--- config.mk ---
export PLATFORM = sky130hd
export DESIGN_NAME = mem_access_unit
export DESIGN_NICKNAME = d
export VERILOG_FILES = /design/src/rtl/mem_access_unit.sv
export SDC_FILE = /design/constraint.sdc
export NUM_CORES = 1
export LEC_CHECK = 0
export ABC_AREA = 0
export CAP_MARGIN = 20
export CORE_MARGIN = 4
export CORE_UTILIZATION = 42
export CTS_CLUSTER_DIAMETER = 40
export DETAILED_ROUTE_END_ITERATION = 10
export PLACE_DENSITY_LB_ADDON = 0.1
export SYNTH_ARGS = -nofsm -noshare
export SYNTH_HDL_FRONTEND = slang
export SYNTH_SLANG_ARGS = --single-unit
--- constraint.sdc ---
create_clock -name clk -period 2.54 [get_ports clk]
set_clock_uncertainty 0.2 [all_clocks]
set_input_delay 0.381 -clock clk [delete_from_list [all_inputs] [get_ports clk]]
set_output_delay 0.381 -clock clk [all_outputs]
set_load 0.02 [all_outputs]
--- src/rtl/mem_access_unit.sv ---
// -----------------------------------------------------------------------------
// mem_access_unit
//
// Data-memory load/store unit that sits between the CPU datapath and a simple
// req/ack memory bus. A load or store requested by the controller stalls the
// core while one bus transaction runs. The transaction may have any number of
// wait states, and it is aborted after TIMEOUT cycles without an ack. Load
// data is returned on rdata and stays stable while the instruction commits.
//
// Optional feature macro: MEM_SUBWORD_EN
//   When defined, the unit adds mem_size/mem_sext and supports byte, half and
//   word accesses with lane steering and load extension. When undefined, every
//   access is a full word.
//
// Parameters
//   TIMEOUT  : maximum BUSY cycles spent waiting for bus_ack before abort (>=1)
//   CNT_W    : width of the wait counter (must be able to hold TIMEOUT)
//
// Ports
//   clk        in   1   system clock, rising edge
//   rst        in   1   asynchronous active-low reset
//   mem_rd     in   1   load request (level, held for the whole instruction)
//   mem_wr     in   1   store request (level)
//   addr       in   32  byte address
//   wdata      in   32  store data
//   mem_size   in   2   (MEM_SUBWORD_EN) 00 byte, 01 half, 10 word
//   mem_sext   in   1   (MEM_SUBWORD_EN) 1 = sign-extend loads
//   rdata      out  32  load data to the datapath
//   stall      out  1   1 = instruction must not commit this cycle (combinational)
//   err        out  1   one-cycle pulse: misaligned, rd&wr conflict, or timeout
//   bus_req    out  1   bus request, held until bus_ack or timeout
//   bus_we     out  1   1 = write transaction
//   bus_addr   out  32  word-aligned address
//   bus_wdata  out  32  lane-positioned write data
//   bus_be     out  4   byte enables, bit i = byte lane i
//   bus_ack    in   1   slave completion strobe
//   bus_rdata  in   32  read data, valid with bus_ack
// -----------------------------------------------------------------------------
module mem_access_unit #(
    parameter int TIMEOUT = 16,
    parameter int CNT_W   = 8
) (
    input  logic        clk,
    input  logic        rst,
    input  logic        mem_rd,
    input  logic        mem_wr,
    input  logic [31:0] addr,
    input  logic [31:0] wdata,
`ifdef MEM_SUBWORD_EN
    input  logic [1:0]  mem_size,
    input  logic        mem_sext,
`endif
    output logic [31:0] rdata,
    output logic        stall,
    output logic        err,
    output logic        bus_req,
    output logic        bus_we,
    output logic [31:0] bus_addr,
    output logic [31:0] bus_wdata,
    output logic [3:0]  bus_be,
    input  logic        bus_ack,
    input  logic [31:0] bus_rdata
);

    typedef enum logic [1:0] {
        S_IDLE = 2'd0,
        S_BUSY = 2'd1,
        S_DONE = 2'd2
    } state_t;

    state_t      r_state, w_state_nxt;
    logic [CNT_W-1:0] r_cnt, w_cnt_nxt;
    logic [31:0] r_rdata, w_rdata_nxt;
    logic        r_err, w_err_nxt;
    logic        r_bus_req, w_bus_req_nxt;
    logic        r_bus_we, w_bus_we_nxt;
    logic [31:0] r_bus_addr, w_bus_addr_nxt;
    logic [31:0] r_bus_wdata, w_bus_wdata_nxt;
    logic [3:0]  r_bus_be, w_bus_be_nxt;

    logic        w_req;
    logic        w_misalign;
    logic [3:0]  w_be;
    logic [31:0] w_wdata_lane;
    logic [31:0] w_load;

`ifdef MEM_SUBWORD_EN
    logic [1:0]  r_size, w_size_nxt;
    logic        r_sext, w_sext_nxt;
    logic [1:0]  r_lane, w_lane_nxt;

    // Move the addressed lane down to bit 0 and extend it to 32 bits.
    function automatic logic [31:0] fmt_load(input logic [31:0] d,
                                             input logic [1:0]  lane,
                                             input logic [1:0]  size,
                                             input logic        sext);
        logic [31:0] sh;
        sh = d >> {lane, 3'b000};
        case (size)
            2'b00:   fmt_load = {{24{sext & sh[7]}}, sh[7:0]};
            2'b01:   fmt_load = {{16{sext & sh[15]}}, sh[15:0]};
            default: fmt_load = d;
        endcase
    endfunction

    // Decode alignment, byte enables and store lane replication from the request.
    always_comb begin
        w_misalign   = 1'b0;
        w_be         = 4'hF;
        w_wdata_lane = wdata;
        case (mem_size)
            2'b00: begin
                w_misalign   = 1'b0;
                w_be         = 4'b0001 << addr[1:0];
                w_wdata_lane = {4{wdata[7:0]}};
            end
            2'b01: begin
                w_misalign   = addr[0];
                w_be         = 4'b0011 << {addr[1], 1'b0};
                w_wdata_lane = {2{wdata[15:0]}};
            end
            default: begin
                w_misalign   = (addr[1:0] != 2'b00);
                w_be         = 4'hF;
                w_wdata_lane = wdata;
            end
        endcase
    end

    assign w_load = fmt_load(bus_rdata, r_lane, r_size, r_sext);
`else
    assign w_misalign   = (addr[1:0] != 2'b00);
    assign w_be         = 4'hF;
    assign w_wdata_lane = wdata;
    assign w_load       = bus_rdata;
`endif

    assign w_req = mem_rd | mem_wr;

    // Stall while a request waits in IDLE or a transaction is in flight; forced low in reset.
    assign stall = rst & (((r_state == S_IDLE) & w_req) | (r_state == S_BUSY));

    // Next-state and next-register values for the access sequencer.
    always_comb begin
        w_state_nxt     = r_state;
        w_cnt_nxt       = r_cnt;
        w_rdata_nxt     = r_rdata;
        w_err_nxt       = 1'b0;
        w_bus_req_nxt   = r_bus_req;
        w_bus_we_nxt    = r_bus_we;
        w_bus_addr_nxt  = r_bus_addr;
        w_bus_wdata_nxt = r_bus_wdata;
        w_bus_be_nxt    = r_bus_be;
`ifdef MEM_SUBWORD_EN
        w_size_nxt      = r_size;
        w_sext_nxt      = r_sext;
        w_lane_nxt      = r_lane;
`endif
        case (r_state)
            S_IDLE: begin
                if (w_req) begin
                    if (w_misalign) begin
                        // No bus traffic for a misaligned access; fail it straight away.
                        w_err_nxt   = 1'b1;
                        w_rdata_nxt = 32'h0000_0000;
                        w_state_nxt = S_DONE;
                    end else begin
                        // A simultaneous rd and wr is run as a write but still flagged.
                        w_err_nxt       = mem_rd & mem_wr;
                        w_bus_req_nxt   = 1'b1;
                        w_bus_we_nxt    = mem_wr;
                        w_bus_addr_nxt  = {addr[31:2], 2'b00};
                        w_bus_wdata_nxt = w_wdata_lane;
                        w_bus_be_nxt    = w_be;
                        w_cnt_nxt       = {CNT_W{1'b0}};
`ifdef MEM_SUBWORD_EN
                        w_size_nxt      = mem_size;
                        w_sext_nxt      = mem_sext;
                        w_lane_nxt      = addr[1:0];
`endif
                        w_state_nxt     = S_BUSY;
                    end
                end else begin
                    w_state_nxt = S_IDLE;
                end
            end
            S_BUSY: begin
                if (bus_ack) begin
                    // An ack always wins, including on the final allowed cycle.
                    w_bus_req_nxt = 1'b0;
                    w_cnt_nxt     = {CNT_W{1'b0}};
                    if (!r_bus_we) begin
                        w_rdata_nxt = w_load;
                    end else begin
                        w_rdata_nxt = r_rdata;
                    end
                    w_state_nxt   = S_DONE;
                end else if (r_cnt == CNT_W'(TIMEOUT - 1)) begin
                    w_bus_req_nxt = 1'b0;
                    w_err_nxt     = 1'b1;
                    w_rdata_nxt   = 32'h0000_0000;
                    w_cnt_nxt     = {CNT_W{1'b0}};
                    w_state_nxt   = S_DONE;
                end else begin
                    w_cnt_nxt     = r_cnt + {{(CNT_W-1){1'b0}}, 1'b1};
                end
            end
            S_DONE: begin
                w_state_nxt = S_IDLE;
            end
            default: begin
                w_state_nxt   = S_IDLE;
                w_bus_req_nxt = 1'b0;
                w_cnt_nxt     = {CNT_W{1'b0}};
            end
        endcase
    end

    // State and registered outputs, cleared asynchronously by rst.
    always_ff @(posedge clk or negedge rst) begin
        if (!rst) begin
            r_state     <= S_IDLE;
            r_cnt       <= {CNT_W{1'b0}};
            r_rdata     <= 32'h0000_0000;
            r_err       <= 1'b0;
            r_bus_req   <= 1'b0;
            r_bus_we    <= 1'b0;
            r_bus_addr  <= 32'h0000_0000;
            r_bus_wdata <= 32'h0000_0000;
            r_bus_be    <= 4'h0;
`ifdef MEM_SUBWORD_EN
            r_size      <= 2'b10;
            r_sext      <= 1'b0;
            r_lane      <= 2'b00;
`endif
        end else begin
            r_state     <= w_state_nxt;
            r_cnt       <= w_cnt_nxt;
            r_rdata     <= w_rdata_nxt;
            r_err       <= w_err_nxt;
            r_bus_req   <= w_bus_req_nxt;
            r_bus_we    <= w_bus_we_nxt;
            r_bus_addr  <= w_bus_addr_nxt;
            r_bus_wdata <= w_bus_wdata_nxt;
            r_bus_be    <= w_bus_be_nxt;
`ifdef MEM_SUBWORD_EN
            r_size      <= w_size_nxt;
            r_sext      <= w_sext_nxt;
            r_lane      <= w_lane_nxt;
`endif
        end
    end

    assign rdata     = r_rdata;
    assign err       = r_err;
    assign bus_req   = r_bus_req;
    assign bus_we    = r_bus_we;
    assign bus_addr  = r_bus_addr;
    assign bus_wdata = r_bus_wdata;
    assign bus_be    = r_bus_be;

endmodule

# Yosys cells after proc, flatten, opt, wreduce, memory -nomap -nowiden
# Index checks and enable logic that the tools add are counted.
[word_totals]
reg_bits = 108
input_bits = 101
out_inout_bits = 104
[classes]
n_addsub = 1
n_eq_ne = 8
mux = 26
bitwise_logic = 7
reduce_logical = 7
[ops]
columns = ["op", "count"]
rows = [
  ["$mux 32", 5],
  ["$pmux 32 s2", 1],
  ["$mux 8", 4],
  ["$pmux 8 s3", 1],
  ["$add 8x1->8 const B", 1],
  ["$eq 8x4->1 const B", 1],
  ["$mux 1", 8],
  ["$mux 2", 4],
  ["$ne 2x2->1 const B", 3],
  ["$reduce_and 3->1", 2],
  ["$reduce_and 5->1", 1],
  ["$pmux 2 s2", 1],
  ["$reduce_and 4->1", 1],
  ["$reduce_bool 2->1", 2],
  ["$and 1x1->1", 3],
  ["$ne 3x2->1 const B", 1],
  ["$ne 3x3->1 const B", 1],
  ["$pmux 1 s3", 1],
  ["$eq 2x1->1 const B", 1],
  ["$eq 2x2->1 const B", 1],
  ["$logic_not 2->1", 1],
  ["$not 1->1", 2],
  ["$or 1x1->1", 2],
  ["$pmux 1 s2", 1],
]

# Longest topological paths before layout
# Gate-level depths: netlist (run 1).
[logic_depth]
depth_word = 4
ltp_mapped = 6
depth_no_buf = 5

# Least setup slack after synthesis (run 1)
# OpenSTA, ideal clock, no wires.
[synth_path]
path_kind = "input -> register"
from = "input port addr[1]"
to = "register r_bus_addr[10], in the netlist bus_addr[10]"
setup_time_ps = 128
arrival_time_ps = 1683
required_ps = 2212
slack_ps = 530
path_stages = 6
n_path_buf = 2
cell_sequence = "or2_1 -> nor3_1 -> and2_1 -> buf_2 -> buf_4 -> mux2_1"
[synth_between]
elab_chain_len = 3
[synth_rtl]
columns = ["item", "line", "source"]
rows = [
  ["from (decl)", "47", "input logic [31:0] addr,"],
  ["$reduce_bool 2->1", "132", "assign w_misalign = (addr[1:0] != 2'b00);"],
  ["$not 1->1 (no source line)", "n/a", ""],
  ["$reduce_and 3->1 (no source line)", "n/a", ""],
  ["to (signal assigned)", "243", "r_bus_addr <= w_bus_addr_nxt;"],
  ["to (decl)", "77", "logic [31:0] r_bus_addr, w_bus_addr_nxt;"],
]
# Every way passes these cells.
# A chain may end at the register's enable or synchronous reset.

==> impl_metrics.yaml, run 1 <==
die:
  pin_count: 205
  core_area_um2: 10400
  placementRows: 37
  die_w_um: 111
  die_area_um2: 12400
  start_util: 0.433
  die_h_um: 111
synthesis:
  ys.flop_type: "dfrtp_1"
  synth-seq-area-share: 0.602
  ys_types: 34
  synth_top_area_share: 0.602
  ys_seq_elements: 108
  ys_async_sr_fraction: 1.00
  synthTopCellsByArea: "dfrtp_1 60%, mux2_1 16%, mux2i_1 7.4%"
  syn_avg_cell_area_um2: 13.0
  yosysWarnings: 0
  synth_top_cell_by_area: "dfrtp_1"
  synthCells: 346
  synth-edff-count: 0
  synth_area_um2: 4490
critical_path:
  crit_buf_inv: 4
  crit_top_cell: "buf_4"
  cp.arrival_ps: 2390
  crit_family: "buffers and inverters"
  crit_path_start_kind: "input pin"
  crit_path_max_incr_delay_ps: 710
  required_ps: 2750
  crit_type: "input pin to async pin"
  crit_chain: "dlygate4sd3_1 > buf_4 > buf_4 > buf_4"
  crit_slowest_cell: "buf_4"
  crit_fanout: 60
  end_kind: "async pin"
placed_design:
  dpl.hpwl_mm: 8.73
  dp.cells: 678
  dpl_cell_area_um2: 6690
  io_buffers: 202
  pre_cts_ws_ps: 46.0
  globalplace.congestion: 0.766
sta:
  setup_ws_ps: 357
  final-hold-violation-count: 0
  setup_viol: 0
  clock.fmax_mhz: 458
  post-route-period-util: 0.859
  tns_ps: 0
  rsz0062_at_grt: "no"
  whs_ps: 292
  slew_headroom: 0.490
  min_period_ps: 2180
  worst_pin_slew_ps: 765
  drv_slew: 0
final_layout:
  drive_gt1_frac: 0.0644
  fill_cells: 838
  n_antenna_cell: 0
  final_common_cell: "clkdlybuf4s50_1"
  layout.nets: 656
  fin_cells: 695
  utilization: 0.666
  final_area_um2: 6910
  area_delta_synth_final_pct: 54.0
  final_cell_mix: "200 x clkdlybuf4s50_1, 108 x dfrtp_1, 62 x mux2_1, 38 x nand2_1"
route:
  post_drt_via_cell_ratio: 4.71
  postRouteAntennaNets: 0
  avgRoutedWirePerCell_um: 16.4
  totalWireLength_mm: 11.4
  drt_iter0_markers: 104
  via_count: 3270
  drc_errors: 0
  drtPass1Iterations: 4
power_and_ir_drop:
  leakagePower_nw: 2.93
  p_per_area_nw_per_um2: 853
  power_mw: 5.90
  max-vdd-ir-drop_v: 0.000471
grt:
  grt_use_total: 0.183
  grt_pass1_wl_mm: 18.1
  grt_pass1_vias: 3423
  overflow: 0
  grt_antenna_before_repair: 0
  grt_max_degree: 61
cts:
  cts_buffers: 9
  insertion_delay_ps: 360
  cts_buffer_depth: 2
  cts_sinks: 108
  cts-root-buf: "clkbuf_8"
  cts.htree.levels: 3
  cts_tree: "yes"
  clkSlewWorstSetupHoldPaths_ps: 100
run_status:
  outcome: "finished, final reports clean"
worst_hold_path:
  hp-class: "register to register"
run:
  cap_violations: 0
synthesized netlist by cell type (2+ instances only):
library cell / count
a21oi_1: 6
a22o_1: 2
and3_1: 3
buf_2: 2
buf_4: 11
buf_6: 3
clkbuf_1: 4
dfrtp_1: 108
inv_1: 33
mux2_1: 62
mux2i_1: 33
nand2_1: 38
nand2b_1: 2
nor2_1: 8
nor3_1: 4
nor4_4: 2
o211ai_1: 2
o21ai_0: 3
o21ai_1: 2
or2_1: 2
or3_1: 3
area by class of cell:
type                       instances  area [um2]  share of cell area
clock inverter                     7        82.6              0.0120
clock buffer                       9         124              0.0179
sequential                       108        2700               0.391
multi-input combinational        186        1530               0.221
inverter                          33         124              0.0179
timing repair buffer             216        2180               0.315
tap                              136         170              0.0246
flip-flops by register name, summed over array words and instances (netlist names):
signal / cells
err: 1
bus_we: 1
r_state: 2
bus_wdata: 32
bus_req: 1
bus_be: 1
rdata: 32
r_cnt: 8
bus_addr: 30
cells by family (layout without fill, tap and decap cells):
kind of cell | after synthesis | count (layout) | synth area share
flip-flops | 108 | 108 | 0.602
multiplexers | 95 | 95 | 0.229
AND/OR/NAND/NOR | 67 | 67 | 0.0742
buffers and inverters | 53 | 265 | 0.0591
AO/OA/AOI/OAI | 19 | 19 | 0.0276
XOR/XNOR | 2 | 2 | 0.00390
adder cells (fa/ha/maj) | 1 | 1 | 0.00279
other | 1 | 2 | 0.000836
worst register-to-register path, delay by kind of cell, from the launching register on:
kind	cells	cell delay [ps]
AO/OA/AOI/OAI	1	250
buffers and inverters	2	390
flip-flops	1	460
multiplexers	1	160
AND/OR/NAND/NOR	2	480
what timing repair did:
action | CTS | global route
setup buffers | 0 | 0
hold buffers | 1 | 0
hold endpoints to repair | 48 | 0
endpoints found under the setup margin | 0 | 1
resized for setup | 0 | 1
layer usage:
| layer | up-vias | global-route usage | share of wire | wire [um] |
|---|---|---|---|---|
| li1 | 1562 | - | - | - |
| met1 | 1564 | 0.227 | 0.42 | 4800 |
| met2 | 130 | 0.312 | 0.49 | 5580 |
| met3 | 14 | 0.0549 | 0.075 | 859 |
| met4 | 0 | 0.0535 | 0.016 | 186 |
| met5 | - | 0 | 0 | 0 |
path summary, 6_finish.rpt:
path / startpoint / end / slack, ps / cells after the start
min reg2reg: bus_wdata[9]$_DFFE_PN0P_ / bus_wdata[9]$_DFFE_PN0P_ / 290 / 1
min in group asynchronous: rst / bus_req$_DFFE_PN0P_ / 570 / 3
min: bus_wdata[9]$_DFFE_PN0P_ / bus_wdata[9]$_DFFE_PN0P_ / 290 / 1
max in group clk: mem_wr / stall / 390 / 4
max: rst / rdata[22]$_DFFE_PN0P_ / 360 / 4
max reg2reg: r_state[0]$_DFFE_PN0P_ / rdata[20]$_DFFE_PN0P_ / 480 / 6
power by group:
part           total, mW  switching, mW  internal (mW)
Combinational       2.40           1.14           1.26
Sequential          2.41          0.226           2.18
Clock               1.09          0.615          0.476
Total               5.90           1.98           3.91
Note: power is estimated with default switching activity, not from simulation.
==> inputs of run 2 (changes only) <==
CORE_UTILIZATION = 45   (was 42)
clock period = 2.6 ns   (was 2.54 ns; I/O delays follow)
==> impl_metrics.yaml, run 2 (synthesis results as in run 1) <==
run_status:
  outcome: "finished, final reports clean"
power_and_ir_drop:
  leakagePower_nw: 2.97
  max-vdd-ir-drop_v: 0.000478
  p_per_area_nw_per_um2: 830
critical_path:
  r2r-end: "rdata[14]$_DFFE_PN0P_"
  worst_r2r_startpoint: "r_cnt[5]$_DFFE_PN0P_"
  reg2reg_depth: 6
  crit_fanout: 3
  required_ps: 2010
  worst-r2r-setup-slack_ps: 500
  crit_type: "input pin to output pin"
  end_kind: "output pin"
  crit_path_start_kind: "input pin"
  cp.arrival_ps: 1840
sta:
  slew_headroom: 0.447
  post-route-period-util: 0.935
  rsz0062_at_grt: "no"
  final-hold-violation-count: 0
  drv_slew: 0
  setup_viol: 0
  clock.fmax_mhz: 411
  worst_pin_slew_ps: 830
  min_period_ps: 2430
route:
  totalWireLength_mm: 11.5
  drt_iter0_markers: 115
  avgRoutedWirePerCell_um: 16.4
  drc_errors: 0
  drtPass1Iterations: 4
  via_count: 3365
  postRouteAntennaNets: 0
  post_drt_via_cell_ratio: 4.79
grt:
  grt_pass1_vias: 3524
  grt_max_degree: 67
  overflow: 0
  grt_busiest_layer: "met2"
  grt_pass1_wl_mm: 18.3
  grt_antenna_before_repair: 1
  use_met2: 0.337
  use_met1: 0.253
  grt_use_total: 0.202
  use_met3: 0.0480
final_layout:
  final_cell_mix: "200 x clkdlybuf4s50_1, 108 x dfrtp_1, 62 x mux2_1, 38 x nand2_1"
  layout.nets: 667
  n_antenna_cell: 0
  final_common_cell: "clkdlybuf4s50_1"
  fin_cells: 703
  area_delta_synth_final_pct: 55.4
  final_area_um2: 6970
  drive_gt1_frac: 0.0842
worst_hold_path:
  hp-class: "input pin to async pin"
die:
  placementRows: 36
  start_util: 0.461
  die_area_um2: 11600
  die_w_um: 108
  pin_count: 205
  core_area_um2: 9730
  die_h_um: 108
cts:
  clkSlewWorstSetupHoldPaths_ps: 100
  cts-root-buf: "clkbuf_8"
  cts_buffer_depth: 2
  insertion_delay_ps: 360
  cts_tree: "yes"
  cts.htree.levels: 3
  cts_buffers: 9
  holdBufCountCts: 0
  cts_sinks: 108
run:
  cap_violations: 0
placed_design:
  dpl_cell_area_um2: 6730
  io_buffers: 202
  dp.cells: 682
  globalplace.congestion: 0.784
  dpl.hpwl_mm: 8.91
## run 2: changes by cell type in the layout (fill, tap and decap cells not counted), sizes merged
cell          delta
buf             +12
dlygate4sd3      -1
inv              -2
clkinv           +1
dlymetal6s2s     -1
clkbuf           +1
dlygate4sd2      +1
## run 2: per-stage QoR
step / util / hold WS [ps] / setup WS (ps) / setup TNS (ps) / power, mW
after global placement: 0.691 / 267 / -138 / -2460 / 4.72
after floorplan: - / -106 / 581 / 0 / 3.48
after detailed placement: 0.691 / 274 / -240 / -5300 / 4.78
after CTS: 0.713 / 52.6 / 32.1 / 0 / 5.84
final: 0.717 / 43.1 / 170 / 0 / 5.79
after global routing: 0.717 / 99.8 / 107 / 0 / 6.10
## run 2: worst max-delay path, cell delays in order
cell and delay, ps:
clkdlybuf4s50_1 410, buf_4 140, or3_1 390, and3b_1 190
dlygate4sd2_1 320
## run 2: worst max-delay path by stage
stage | from | end | slack, ps | cells past startpoint
floorplan | addr[1] | bus_addr[10]$_DFFE_PN0P_ | 580 | 6
global placement | bus_ack | rdata[7]$_DFFE_PN0P_ | -140 | 6
detailed placement | bus_ack | rdata[15]$_DFFE_PN0P_ | -240 | 6
CTS | r_cnt[5]$_DFFE_PN0P_ | rdata[15]$_DFFE_PN0P_ | 30 | 5
global route | mem_wr | stall | 110 | 5
finish | mem_wr | stall | 170 | 5
## run 2: layout make-up
| class | count | area (um2) |
|---|---|---|
| clock buffer | 10 | 138 |
| clock inverter | 6 | 71.3 |
| fill | 733 | 2760 |
| inverter | 33 | 124 |
| multi-input combinational | 186 | 1530 |
| sequential | 108 | 2700 |
| tap | 133 | 166 |
| timing repair buffer | 227 | 2240 |
## run 2: timing repair
action / 4_1_cts / 5_1_grt
setup buffers: 0 / 5
resized for setup: 1 / 0
pin swaps: 1 / 1
setup endpoints to repair: 19 / 23
## run 2: report_power, final
part | switching [mW] | total [mW] | internal [mW]
combinational | 1.12 | 2.38 | 1.26
clock | 0.579 | 1.06 | 0.483
sequential | 0.218 | 2.35 | 2.13
total | 1.92 | 5.79 | 3.87
## run 2: per-layer routing
layer | routed length, um | vias up
li1 | - | 1577
met4 | 329 | 2
met2 | 5630 | 132
met1 | 4730 | 1628
met3 | 823 | 26
met5 | 19 | -
==> inputs of run 3 (changes only) <==
CTS_CLUSTER_SIZE = 12   (was default)
MAX_ROUTING_LAYER = met4   (was default)
==> impl_metrics.yaml, run 3 (synthesis results as in run 1) <==
sta:
  post-route-period-util: 0.935
  setup_ws_ps: 170
  drv_slew: 0
  clock.fmax_mhz: 411
  worst_pin_slew_ps: 831
  final-hold-violation-count: 0
  rsz0062_at_grt: "no"
  tns_ps: 0
  whs_ps: 41.3
  setup_viol: 0
  slew_headroom: 0.446
  min_period_ps: 2430
placed_design:
  dpl_cell_area_um2: 6730
  dp.cells: 682
  globalplace.congestion: 0.795
  io_buffers: 202
  dpl.hpwl_mm: 8.91
  pre_cts_ws_ps: -240
final_layout:
  area_delta_synth_final_pct: 55.4
  final_cell_mix: "200 x clkdlybuf4s50_1, 108 x dfrtp_1, 62 x mux2_1, 38 x nand2_1"
  fin_cells: 704
  drive_gt1_frac: 0.0842
  fill_cells: 732
  layout.nets: 667
  final_area_um2: 6970
  utilization: 0.717
  final_common_cell: "clkdlybuf4s50_1"
cts:
  insertion_delay_ps: 360
  cts-root-buf: "clkbuf_8"
  cts_tree: "yes"
  cts.htree.levels: 3
  cts_buffer_depth: 2
  clkSlewWorstSetupHoldPaths_ps: 100
  cts_buffers: 9
  cts_sinks: 108
die:
  die_w_um: 108
  core_area_um2: 9730
  start_util: 0.461
  pin_count: 205
  die_h_um: 108
  die_area_um2: 11600
  placementRows: 36
critical_path:
  required_ps: 2010
  crit_family: "buffers and inverters"
  end_kind: "output pin"
  cp.arrival_ps: 1840
  crit_buf_inv: 3
  crit_slowest_cell: "clkdlybuf4s50_1"
  crit_path_max_incr_delay_ps: 410
  crit_chain: "clkdlybuf4s50_1 > buf_4 > or3_1 > and3b_1 > dlygate4sd2_1"
  crit_type: "input pin to output pin"
  crit_fanout: 3
  crit_path_start_kind: "input pin"
power_and_ir_drop:
  leakagePower_nw: 2.97
  p_per_area_nw_per_um2: 831
  power_mw: 5.79
  max-vdd-ir-drop_v: 0.000478
route:
  postRouteAntennaNets: 0
  drc_errors: 0
  drt_iter0_markers: 104
  via_count: 3368
  drtPass1Iterations: 4
  avgRoutedWirePerCell_um: 16.4
  post_drt_via_cell_ratio: 4.78
  totalWireLength_mm: 11.5
grt:
  grt_pass1_vias: 3516
  overflow: 0
  grt_max_degree: 67
  grt_use_total: 0.209
  grt_antenna_before_repair: 1
  grt_pass1_wl_mm: 18.3
run:
  cap_violations: 0
worst_hold_path:
  hp-class: "input pin to async pin"
run_status:
  outcome: "finished, final reports clean"
run 3: changes by cell type in the layout (fill, tap and decap cells not counted):
cell and delta:
diode_2 +1
run 3: metal layers:
layer	routed length [um]	GRT usage
met4	329	0.0857
met3	827	0.0456
met2	5620	0.336
met1	4760	0.257
met5	0	-
run 3: worst reg2reg max path: stages (launching register included):
cell	delay [ps]
dfrtp_1	450
nor4_4	370
a21oi_2	130
nor4_4	260
buf_4	210
buf_12	180
mux2i_1	210
run 3: power by group:
group | internal, mW | leakage (nW) | switching, mW | total [mW]
combinational | 1.26 | 1.51 | 1.12 | 2.38
sequential | 2.13 | 1.36 | 0.219 | 2.35
clock | 0.483 | 0.105 | 0.580 | 1.06
run 3: final timing paths:
kind	from	endpoint	slack, ps	depth (start not counted)
hold reg to reg	bus_addr[13]$_DFFE_PN0P_	bus_addr[13]$_DFFE_PN0P_	290	1
setup / recovery	mem_wr	stall	170	5
min in group clk	bus_addr[13]$_DFFE_PN0P_	bus_addr[13]$_DFFE_PN0P_	290	1
max in group asynchronous	rst	rdata[26]$_DFFE_PN0P_	1100	3
setup reg to reg	r_cnt[5]$_DFFE_PN0P_	rdata[14]$_DFFE_PN0P_	500	6
hold / removal	rst	bus_addr[15]$_DFFE_PN0P_	40	2
run 3: cell type report:
cell class                      instances  area, um2  share of cell area
Clock buffer                           10        138              0.0197
Multi-Input combinational cell        186       1530               0.219
Clock inverter                          6       71.3              0.0102
Sequential cell                       108       2700               0.388
Tap cell                              133        166              0.0239
Antenna cell                            1       2.50            0.000359
Timing Repair Buffer                  227       2240               0.322
Inverter                               33        124              0.0178
run 3: timing repair:
item | CTS | global route
hold buffers | 0 | 0
buffers inserted | 0 | 5
resized for setup | 1 | 0
endpoints found under the setup margin | 19 | 23
pin swaps | 1 | 1
